**config.mk**
```make
export PLATFORM = sky130hd
export DESIGN_NAME = store_buffer
export DESIGN_NICKNAME = d
export VERILOG_FILES = /design/src/rtl/store_buffer_pkg.sv /design/src/rtl/store_buffer_fwd.sv /design/src/rtl/store_buffer.sv
export SDC_FILE = /design/constraint.sdc
export NUM_CORES = 1
export LEC_CHECK = 0
export ABC_CLOCK_PERIOD_IN_PS = 12200
export BUFFER_PORTS_ARGS = -buffer_cell sky130_fd_sc_hd__buf_2
export CAP_MARGIN = 20
export CELL_PAD_IN_SITES_DETAIL_PLACEMENT = 0
export CELL_PAD_IN_SITES_GLOBAL_PLACEMENT = 1
export CORE_UTILIZATION = 50
export DETAILED_ROUTE_END_ITERATION = 12
export HOLD_SLACK_MARGIN = 0.08
export PLACE_DENSITY_LB_ADDON = 0.1
export SETUP_SLACK_MARGIN = 0.3
export SLEW_MARGIN = 0
export SYNTH_ARGS = -nofsm -noshare
export SYNTH_HDL_FRONTEND = slang
export SYNTH_SLANG_ARGS = --single-unit
```
**constraint.sdc**
```tcl
create_clock -name clk -period 12.2 [get_ports clk]
set_input_delay 2.44 -clock clk [delete_from_list [all_inputs] [get_ports clk]]
set_output_delay 2.44 -clock clk [all_outputs]
set_load 0.1 [all_outputs]
```
**src/rtl/store_buffer_pkg.sv**
```systemverilog
// Shared types and helpers for the core-side store buffer.
// Entries hold a word index plus data; byte offsets never reach the buffer.
package sb_pkg;

    localparam int SB_DEPTH_DEFAULT = 4;
    localparam int SB_AW            = 32;

    typedef struct packed {
        logic              valid;
        logic [SB_AW-3:0]  word;
        logic [31:0]       data;
    } sb_entry_t;

    function automatic int unsigned ptr_inc(
        input int unsigned ptr,
        input int unsigned depth
    );
        return (ptr + 32'd1 == depth) ? 32'd0 : ptr + 32'd1;
    endfunction

endpackage

```
**src/rtl/store_buffer_fwd.sv**
```systemverilog
// Youngest-match store-to-load forwarding over the buffered entries.
// Scans oldest to youngest so the last hit (nearest tail-1) wins.
module sb_fwd
    import sb_pkg::*;
#(
    parameter int DEPTH = SB_DEPTH_DEFAULT,
    parameter int AW    = SB_AW
) (
    input  sb_entry_t [DEPTH-1:0]         entries,
    input  logic [$clog2(DEPTH)-1:0]      tail,
    input  logic [AW-3:0]                 word,
    output logic                          hit,
    output logic [31:0]                   data
);

    localparam int PW = $clog2(DEPTH);

    always_comb begin
        logic [PW-1:0] idx;
        idx  = '0;
        hit  = 1'b0;
        data = '0;
        for (int k = DEPTH; k >= 1; k--) begin
            idx = tail - PW'(k);
            if (entries[idx].valid &&
                entries[idx].word[AW-3:0] == word) begin
                hit  = 1'b1;
                data = entries[idx].data;
            end
        end
    end

endmodule

```
**src/rtl/store_buffer.sv**
```systemverilog
// Store buffer: single-cycle store retirement into a FIFO that drains
// to memory over valid/ready, with combinational load forwarding.
module store_buffer
    import sb_pkg::*;
#(
    parameter int DEPTH = SB_DEPTH_DEFAULT,
    parameter int AW    = SB_AW
) (
    input  logic          clk,
    input  logic          reset,
    input  logic          memwrite,
    input  logic [AW-1:0] dataadr,
    input  logic [31:0]   writedata,
    output logic [31:0]   readdata,
    output logic          stall,
    output logic [AW-1:0] mem_rd_adr,
    input  logic [31:0]   mem_rd_data,
    output logic          wr_valid,
    output logic [AW-1:0] wr_adr,
    output logic [31:0]   wr_data,
    input  logic          wr_ready,
    output logic          empty
);

    localparam int PW = $clog2(DEPTH);

    logic [PW-1:0]          head_q, head_d;
    logic [PW-1:0]          tail_q, tail_d;
    logic [PW:0]            count_q, count_d;
    sb_entry_t [DEPTH-1:0]  entries_q, entries_d;

    logic       full;
    logic       enq;
    logic       deq;
    logic       fwd_hit;
    logic [31:0] fwd_data;
    sb_entry_t  head_entry;
    logic       unused_offset;

    assign full       = (count_q == (PW+1)'(DEPTH));
    assign stall      = memwrite && full;
    assign enq        = memwrite && !full;
    assign wr_valid   = (count_q != '0);
    assign deq        = wr_valid && wr_ready;
    assign empty      = (count_q == '0);
    assign head_entry = entries_q[head_q];
    assign wr_adr     = {head_entry.word[AW-3:0], 2'b00};
    assign wr_data    = head_entry.data;
    assign mem_rd_adr = {dataadr[AW-1:2], 2'b00};
    assign readdata   = fwd_hit ? fwd_data : mem_rd_data;

    // Word-only accesses: the byte offset is intentionally dropped.
    assign unused_offset = ^dataadr[1:0];

    sb_fwd #(
        .DEPTH (DEPTH),
        .AW    (AW)
    ) u_fwd (
        .entries (entries_q),
        .tail    (tail_q),
        .word    (dataadr[AW-1:2]),
        .hit     (fwd_hit),
        .data    (fwd_data)
    );

    always_comb begin
        entries_d = entries_q;
        head_d    = head_q;
        tail_d    = tail_q;
        count_d   = count_q;

        if (deq) begin
            entries_d[head_q].valid = 1'b0;
            head_d = PW'(ptr_inc(32'(head_q), DEPTH));
        end

        // Enqueue never targets the head slot being drained: full blocks it.
        if (enq) begin
            entries_d[tail_q].valid = 1'b1;
            entries_d[tail_q].word  = (SB_AW-2)'(dataadr[AW-1:2]);
            entries_d[tail_q].data  = writedata;
            tail_d = PW'(ptr_inc(32'(tail_q), DEPTH));
        end

        unique case ({enq, deq})
            2'b10:   count_d = count_q + 1'b1;
            2'b01:   count_d = count_q - 1'b1;
            default: count_d = count_q;
        endcase
    end

    always_ff @(posedge clk) begin
        if (reset) begin
            head_q    <= '0;
            tail_q    <= '0;
            count_q   <= '0;
            entries_q <= '0;
        end else begin
            head_q    <= head_d;
            tail_q    <= tail_d;
            count_q   <= count_d;
            entries_q <= entries_d;
        end
    end

endmodule

```
==> metrics, run 1 <==
status finished, violations left; failing checks design-rule violations; Pre-antenna DRT Iters 13; CTS buffer count 31; Synthesis Warnings 0; Tot Pwr 3.305 mW; vias in the first global route 18,066; Die X 205.1 um; CP most frequent cell buf_2; sequential cell area 5200 sq um; Tmin final between 9000 and 10,000 ps; worst slack, placed 2690 ps; Peak Freq 0.1047 GHz; final-layout fill cell count 3,815; initial antenna violation count 1; Initial Util 50.61%; max_slew headroom roughly a quarter; global-route wire length before repair 111,200 um; TritonCTS clock tree built; fraction of layout cells with a size suffix above 1 23.95%; number of synthesized flops with an enable pin 0; Vias roughly 19,000; Pleak 8.086 nW; total track usage 34.50%; largest net degree at the start of global routing 105; drt initial violations 2,070; clk slew on worst S/H paths around 60 ps; DRC Markers 1; row count 74; Crit Path Class in2out; placed cell areas between 20,000 and 25,000 sq um; Clock Skews 23.13 ps; Critical Path, Cell by Cell buf_2 -> xnor2_1 -> nor4b_1 -> o221a_2 -> nand3_2 -> or4_1 -> a31oi_1 -> buf_2; postcts setup bufs 0; Critical Path End Type output port; Netlist cell types 63; area delta synth->final 8.350%; CP max stage cell o221a_2; most common cell after layout, fill and taps aside nand2_1; GR Overflow Total 0; pin slew with the least headroom to its limit 1135 ps; RSZ-0062 raised after global routing no; RD Place Congestion 0.9189; CTS root buf clkbuf_16; most frequent cells in the layout nand2_1 (545), a21oi_1 (266), dfxtp_1 (255); R2R Setup Slk 8740 ps; Core Util, Final 54.84%; CP max FO 33; die area 42,050 sq um; # resized after CTS 0; PD cells 147.9 nW/um^2; Hold Buf Count CTS 0; HPWL Detailed 44,100 um; CP peak stage delay 1080 ps; crit share post-route 78.27%; startpoint types input port; Post-Syn Area per Cell between 8 and 9 sq um; Main synth FF type dfxtp_1; Final Hold Fails 0; Clock H-tree levels 1; wire length per cell between 20 and 30 um; Critical Path RT slightly below 10,000 ps; fin. max-slew vios 0; Final ANT Viol Nets 0; ys async rst share 0%; vias per cell 6.543; Final Instance Area 22,340 sq um; # IOs 231; Multi-input gate area between 10,000 and 15,000 sq um; Worst Hold Class reg2reg; worst-case vdd ir drop 0.1149 mV; Die Y ~200 um; Seq cells post-synth about 260; netlist area before placement 20,620 sq um; port buffer count 224; post-route setup slack ~2700 ps; post-synthesis sequential area ratio between 20 and 30%; clk buf depth 3; Syn Inst Count 2,361; core area between 40,000 and 50,000 sq um; setup TNS 0 ps; nets 2,473; # diodes 0; total wire length ~73,000 um; endpoints failing setup 0; TritonCTS Sinks 259; clk_lat worst skew just under 600 ps; total of max-cap violations 0; Crit path arrival time 7110 ps
-- final timing paths --
path | from | end | cells after the start
max | dataadr[21] | readdata[23] | 8
min | entries_q[167] | entries_q[167] | 2
max reg2reg | tail_q[0] | entries_q[109] | 6
min reg2reg | entries_q[167] | entries_q[167] | 2
-- stage by stage --
step	hold slack [ps]	std cells
floorplan	454.7	2364
global placement	468.1	2859
detailed placement	481.5	2859
CTS	487.0	2915
global route	507.5	2916
finish	487.6	2916
-- routing by layer --
layer | global-route usage (%) | wire, um | share of wire, % | vias to the layer above
met5 | 0 | 10 | 0.014 | -
met1 | 45.80 | 29240 | 40 | 9392
li1 | - | - | - | 8627
met3 | 4.757 | 5786 | 7.9 | 135
met2 | 56.68 | 35410 | 48 | 922
met4 | 13.62 | 2644 | 3.6 | 2
-- power by group --
group	switching [mW]	internal (mW)
clock network	0.392	0.558
logic	0.941	0.396
registers	0.111	0.906
total	1.44	1.86
-- kinds of logic after synthesis --
group	count (synthesis)	share of synthesized area [%]
fa+ha+maj	12	0.7646
other cells	1	0.01819
buf+inv	308	7.282
simple gates	858	18.46
flops	259	25.15
compound gates	473	14.91
xor+xnor	116	4.964
mux	334	28.45
-- cells in the mapped netlist (all sizes together), types with 34 or more instances --
library cell    n  area, sq um
mux4          201         4527
nand2         550         2064
buf           119        792.0
a21oi         266         1331
xnor2          85        752.0
a222oi         34        340.3
clkbuf        175        656.9
dfxtp         259         5185
mux2i         126         1261
nand4          49        312.8
nor2          150        563.0
or4            34        255.2
nor3           37        335.3
-- critical path, delay by kind of cell --
family,cells,cell delay (ps)
xor+xnor,1,160
simple gates,3,2330
compound gates,2,1410
buf+inv,2,740
-- layout make-up --
cell class | instances | area share [%]
Inverter | 14 | 0.2352
Tap cell | 532 | 2.980
Clock buffer | 41 | 3.864
Multi-Input combinational cell | 1797 | 62.69
Sequential cell | 259 | 23.28
Clock inverter | 15 | 0.7057
Timing Repair Buffer | 258 | 6.245
-- sequential cells by signal, summed over array words and instances (netlist names) --
signal     cells
count_q        3
entries_q    252
head_q         2
tail_q         2
Note: power is estimated with default switching activity, not from simulation.
==> inputs of run 2 (changes only) <==
Settings changed: ABC_CLOCK_PERIOD_IN_PS 12200 to 9810, CORE_UTILIZATION 50 to 46.
Clock period 12.2 ns to 9.81 ns, I/O delays scaled along.
==> run 2 against run 1 <==
- highest routed layer unchanged
- global-route usage decreased by 1.6 points
- combinational power increased by 25%
- the flow now finishes without violations
- sequential cell count unchanged
- critical path depth increased by 4
==> metrics, run 2 (same netlist as run 1, synthesis figures left out) <==
combinational power share 41.3% (+0.8 points); fin. max-slew vios 0 (unchanged); Critical Path End Type output port; min-delay src entries_q[41]; Critical Path RT 7850 ps (-1910 ps); global-route wire length before repair 113,600 um (+2.1%); Die X 213.7 um (+4.2%); Pre-antenna DRT Iters 6 (-7); Vias 19,309 (+1.2%); initial antenna violation count 4 (+3); HPWL Detailed 46,330 um (+5.0%); Die Y 213.7 um (+4.2%); TritonCTS Sinks 259 (unchanged); die area 45,670 sq um (+8.6%); Clock power frac 27.4% (-1.3 points); hold depth 2 (unchanged); most frequent cells in the layout nand2_1 (545), a21oi_1 (266), dfxtp_1 (255); fraction of layout cells with a size suffix above 1 23.69% (-0.26 points); DRC Markers 0 (-1); TritonCTS clock tree built; most common cell after layout, fill and taps aside nand2_1; clk slew on worst S/H paths 60 ps (about the same); Hold Path End entries_q[41]; PD cells 181.2 nW/um^2 (+22%); Psw 1.794 mW (+24%); CP peak stage delay 900 ps (-180 ps); Final Hold Fails 0 (unchanged); port buffer count 224 (unchanged); CTS buffer count 31 (unchanged); Largest register FFs 252 (unchanged); area delta synth->final 8.653%; endpoints failing setup 0 (unchanged); Core Util, Final 50.66% (-4.2 points); setup TNS 0 ps (unchanged); max_slew headroom 29.46% (+5.1 points); Worst R2R Start tail_q[0]; clk buf depth 3 (unchanged); postcts setup bufs 0 (unchanged); RD Place Congestion 0.9632 (+4.8%); switching share of power 44.20% (+0.49 points); Top reg by flops entries_q; pin slew with the least headroom to its limit 1058 ps (-76.46 ps); row count 77 (+4.1%); Final ANT Viol Nets 0 (unchanged); GR Overflow Total 0 (unchanged); Worst Hold Class reg2reg; Pint 2.265 mW (+22%); R2R depth 6 (unchanged); CP max stage cell ha_4; Clock H-tree levels 1 (unchanged); total track usage 32.89% (-1.6 points); Tmin final around 8700 ps; Peak Freq ~0.11 GHz; CP max FO 52 (+58%); startpoint types flip-flop; CTS root buf clkbuf_16; crit share post-route 88.69%; core area 44,220 sq um (+8.5%); # IOs 231 (unchanged); Crit path arrival time 6740 ps (-370 ps); largest net degree at the start of global routing 114 (+8.6%); Pleak 8.059 nW (-0.34%); FF-to-FF End entries_q[231]; total wire length 75,810 um (+3.7%); Crit Path Class reg2out; worst-case vdd ir drop 0.1456 mV (+27%); vias in the first global route 18,111 (+0.25%); wire length per cell 25.44 um (+1.5%); total of max-cap violations 0 (unchanged); # resized after CTS 0 (unchanged); clk_lat worst skew 590 ps (about the same); vias per cell 6.480 (-0.96%); Initial Util 46.63% (-4.0 points); status finished, final reports clean; drt initial violations 1,803 (-13%); Hold Buf Count CTS 0 (unchanged); R2R Setup Slk 6210 ps (-2530 ps); Clock Skews 15.86 ps (-7.276 ps); nets 2,478 (+0.20%); part of the power in registers 31.3% (+0.5 points); Critical Path, Cell by Cell inv_1 -> ha_4 -> buf_4 -> mux4_2 -> xnor2_1 -> nand4_1 -> nor2_1 -> nand3_2 -> a2111oi_0 -> nor3_2 -> a31oi_1 -> buf_2; RSZ-0062 raised after global routing no; biggest regs entries_q: 252 flops, count_q: 3 flops
## run 2: changes by cell type in the layout (fill, tap and decap cells not counted)
cell        delta
clkinv_2       -8
clkbuf_1       +7
buf_4          +3
diode_2        +3
bufinv_16      -2
inv_6          -2
buf_16         +1
clkbuf_8       +1
clkinvlp_4     +1
## run 2: metrics by stage
stage	setup WS, ps	total power, mW	instances	hold WS (ps)	instance area, sq um
global route	848.0	4.216	2980	508.3	22400
CTS	1154	4.073	2975	481.3	22360
finish	1109	4.060	2980	481.3	22400
floorplan	1966	2.596	2364	454.7	20630
global placement	1822	2.936	2923	467.2	21420
detailed placement	1783	2.956	2923	472.6	21420
## run 2: cell type report
type,instances,area (sq um)
inverters,14,52.55
diodes,3,7.507
repair buffers,263,1459
flip-flops and latches,259,5200
fillers,4208,21820
clock buffers,48,889.6
clock inverters,4,47.55
multi-input cells,1797,14010
well taps,592,740.7
## run 2: per-layer routing
layer  share of wire (%)  GRT usage [%]  up-vias  routed length (um)
met4                 3.7          13.33        2                2795
li1                    -              -     8646                   -
met2                  48          54.28      884               36600
met1                  40          44.33     9614               30580
met3                 7.7          3.163      163                5811
met5               0.018              0        -                  14
## run 2: power by group through the flow
stage | combinational, mW | sequential, mW | clock (mW)
floorplan | 1.39 | 1.21 | 0
global route | 1.76 | 1.29 | 1.17
global placement | 1.65 | 1.28 | 0
CTS | 1.67 | 1.27 | 1.13
finish | 1.68 | 1.27 | 1.11
detailed placement | 1.66 | 1.29 | 0
## run 2: critical path, delay by kind of cell (launching register included)
kind | cells | cell delay (ps)
DFF | 1 | 820
adders and majority gates | 1 | 900
xor gates and xnor gates | 1 | 360
muxes | 1 | 350
buffers and inverters | 3 | 1200
AOI/OAI and AO/OA | 2 | 1170
and+or+nand+nor | 4 | 1290
## run 2: how the worst max path moves through the flow
stage                 from      endpoint  cells after the start
2_1_floorplan  dataadr[31]  readdata[10]                     10
3_3_place_gp     tail_q[0]  readdata[24]                     11
3_5_place_dp     tail_q[0]  readdata[24]                     11
4_1_cts          tail_q[0]  readdata[24]                     11
5_1_grt          tail_q[0]  readdata[30]                     12
6_report         tail_q[0]  readdata[24]                     12
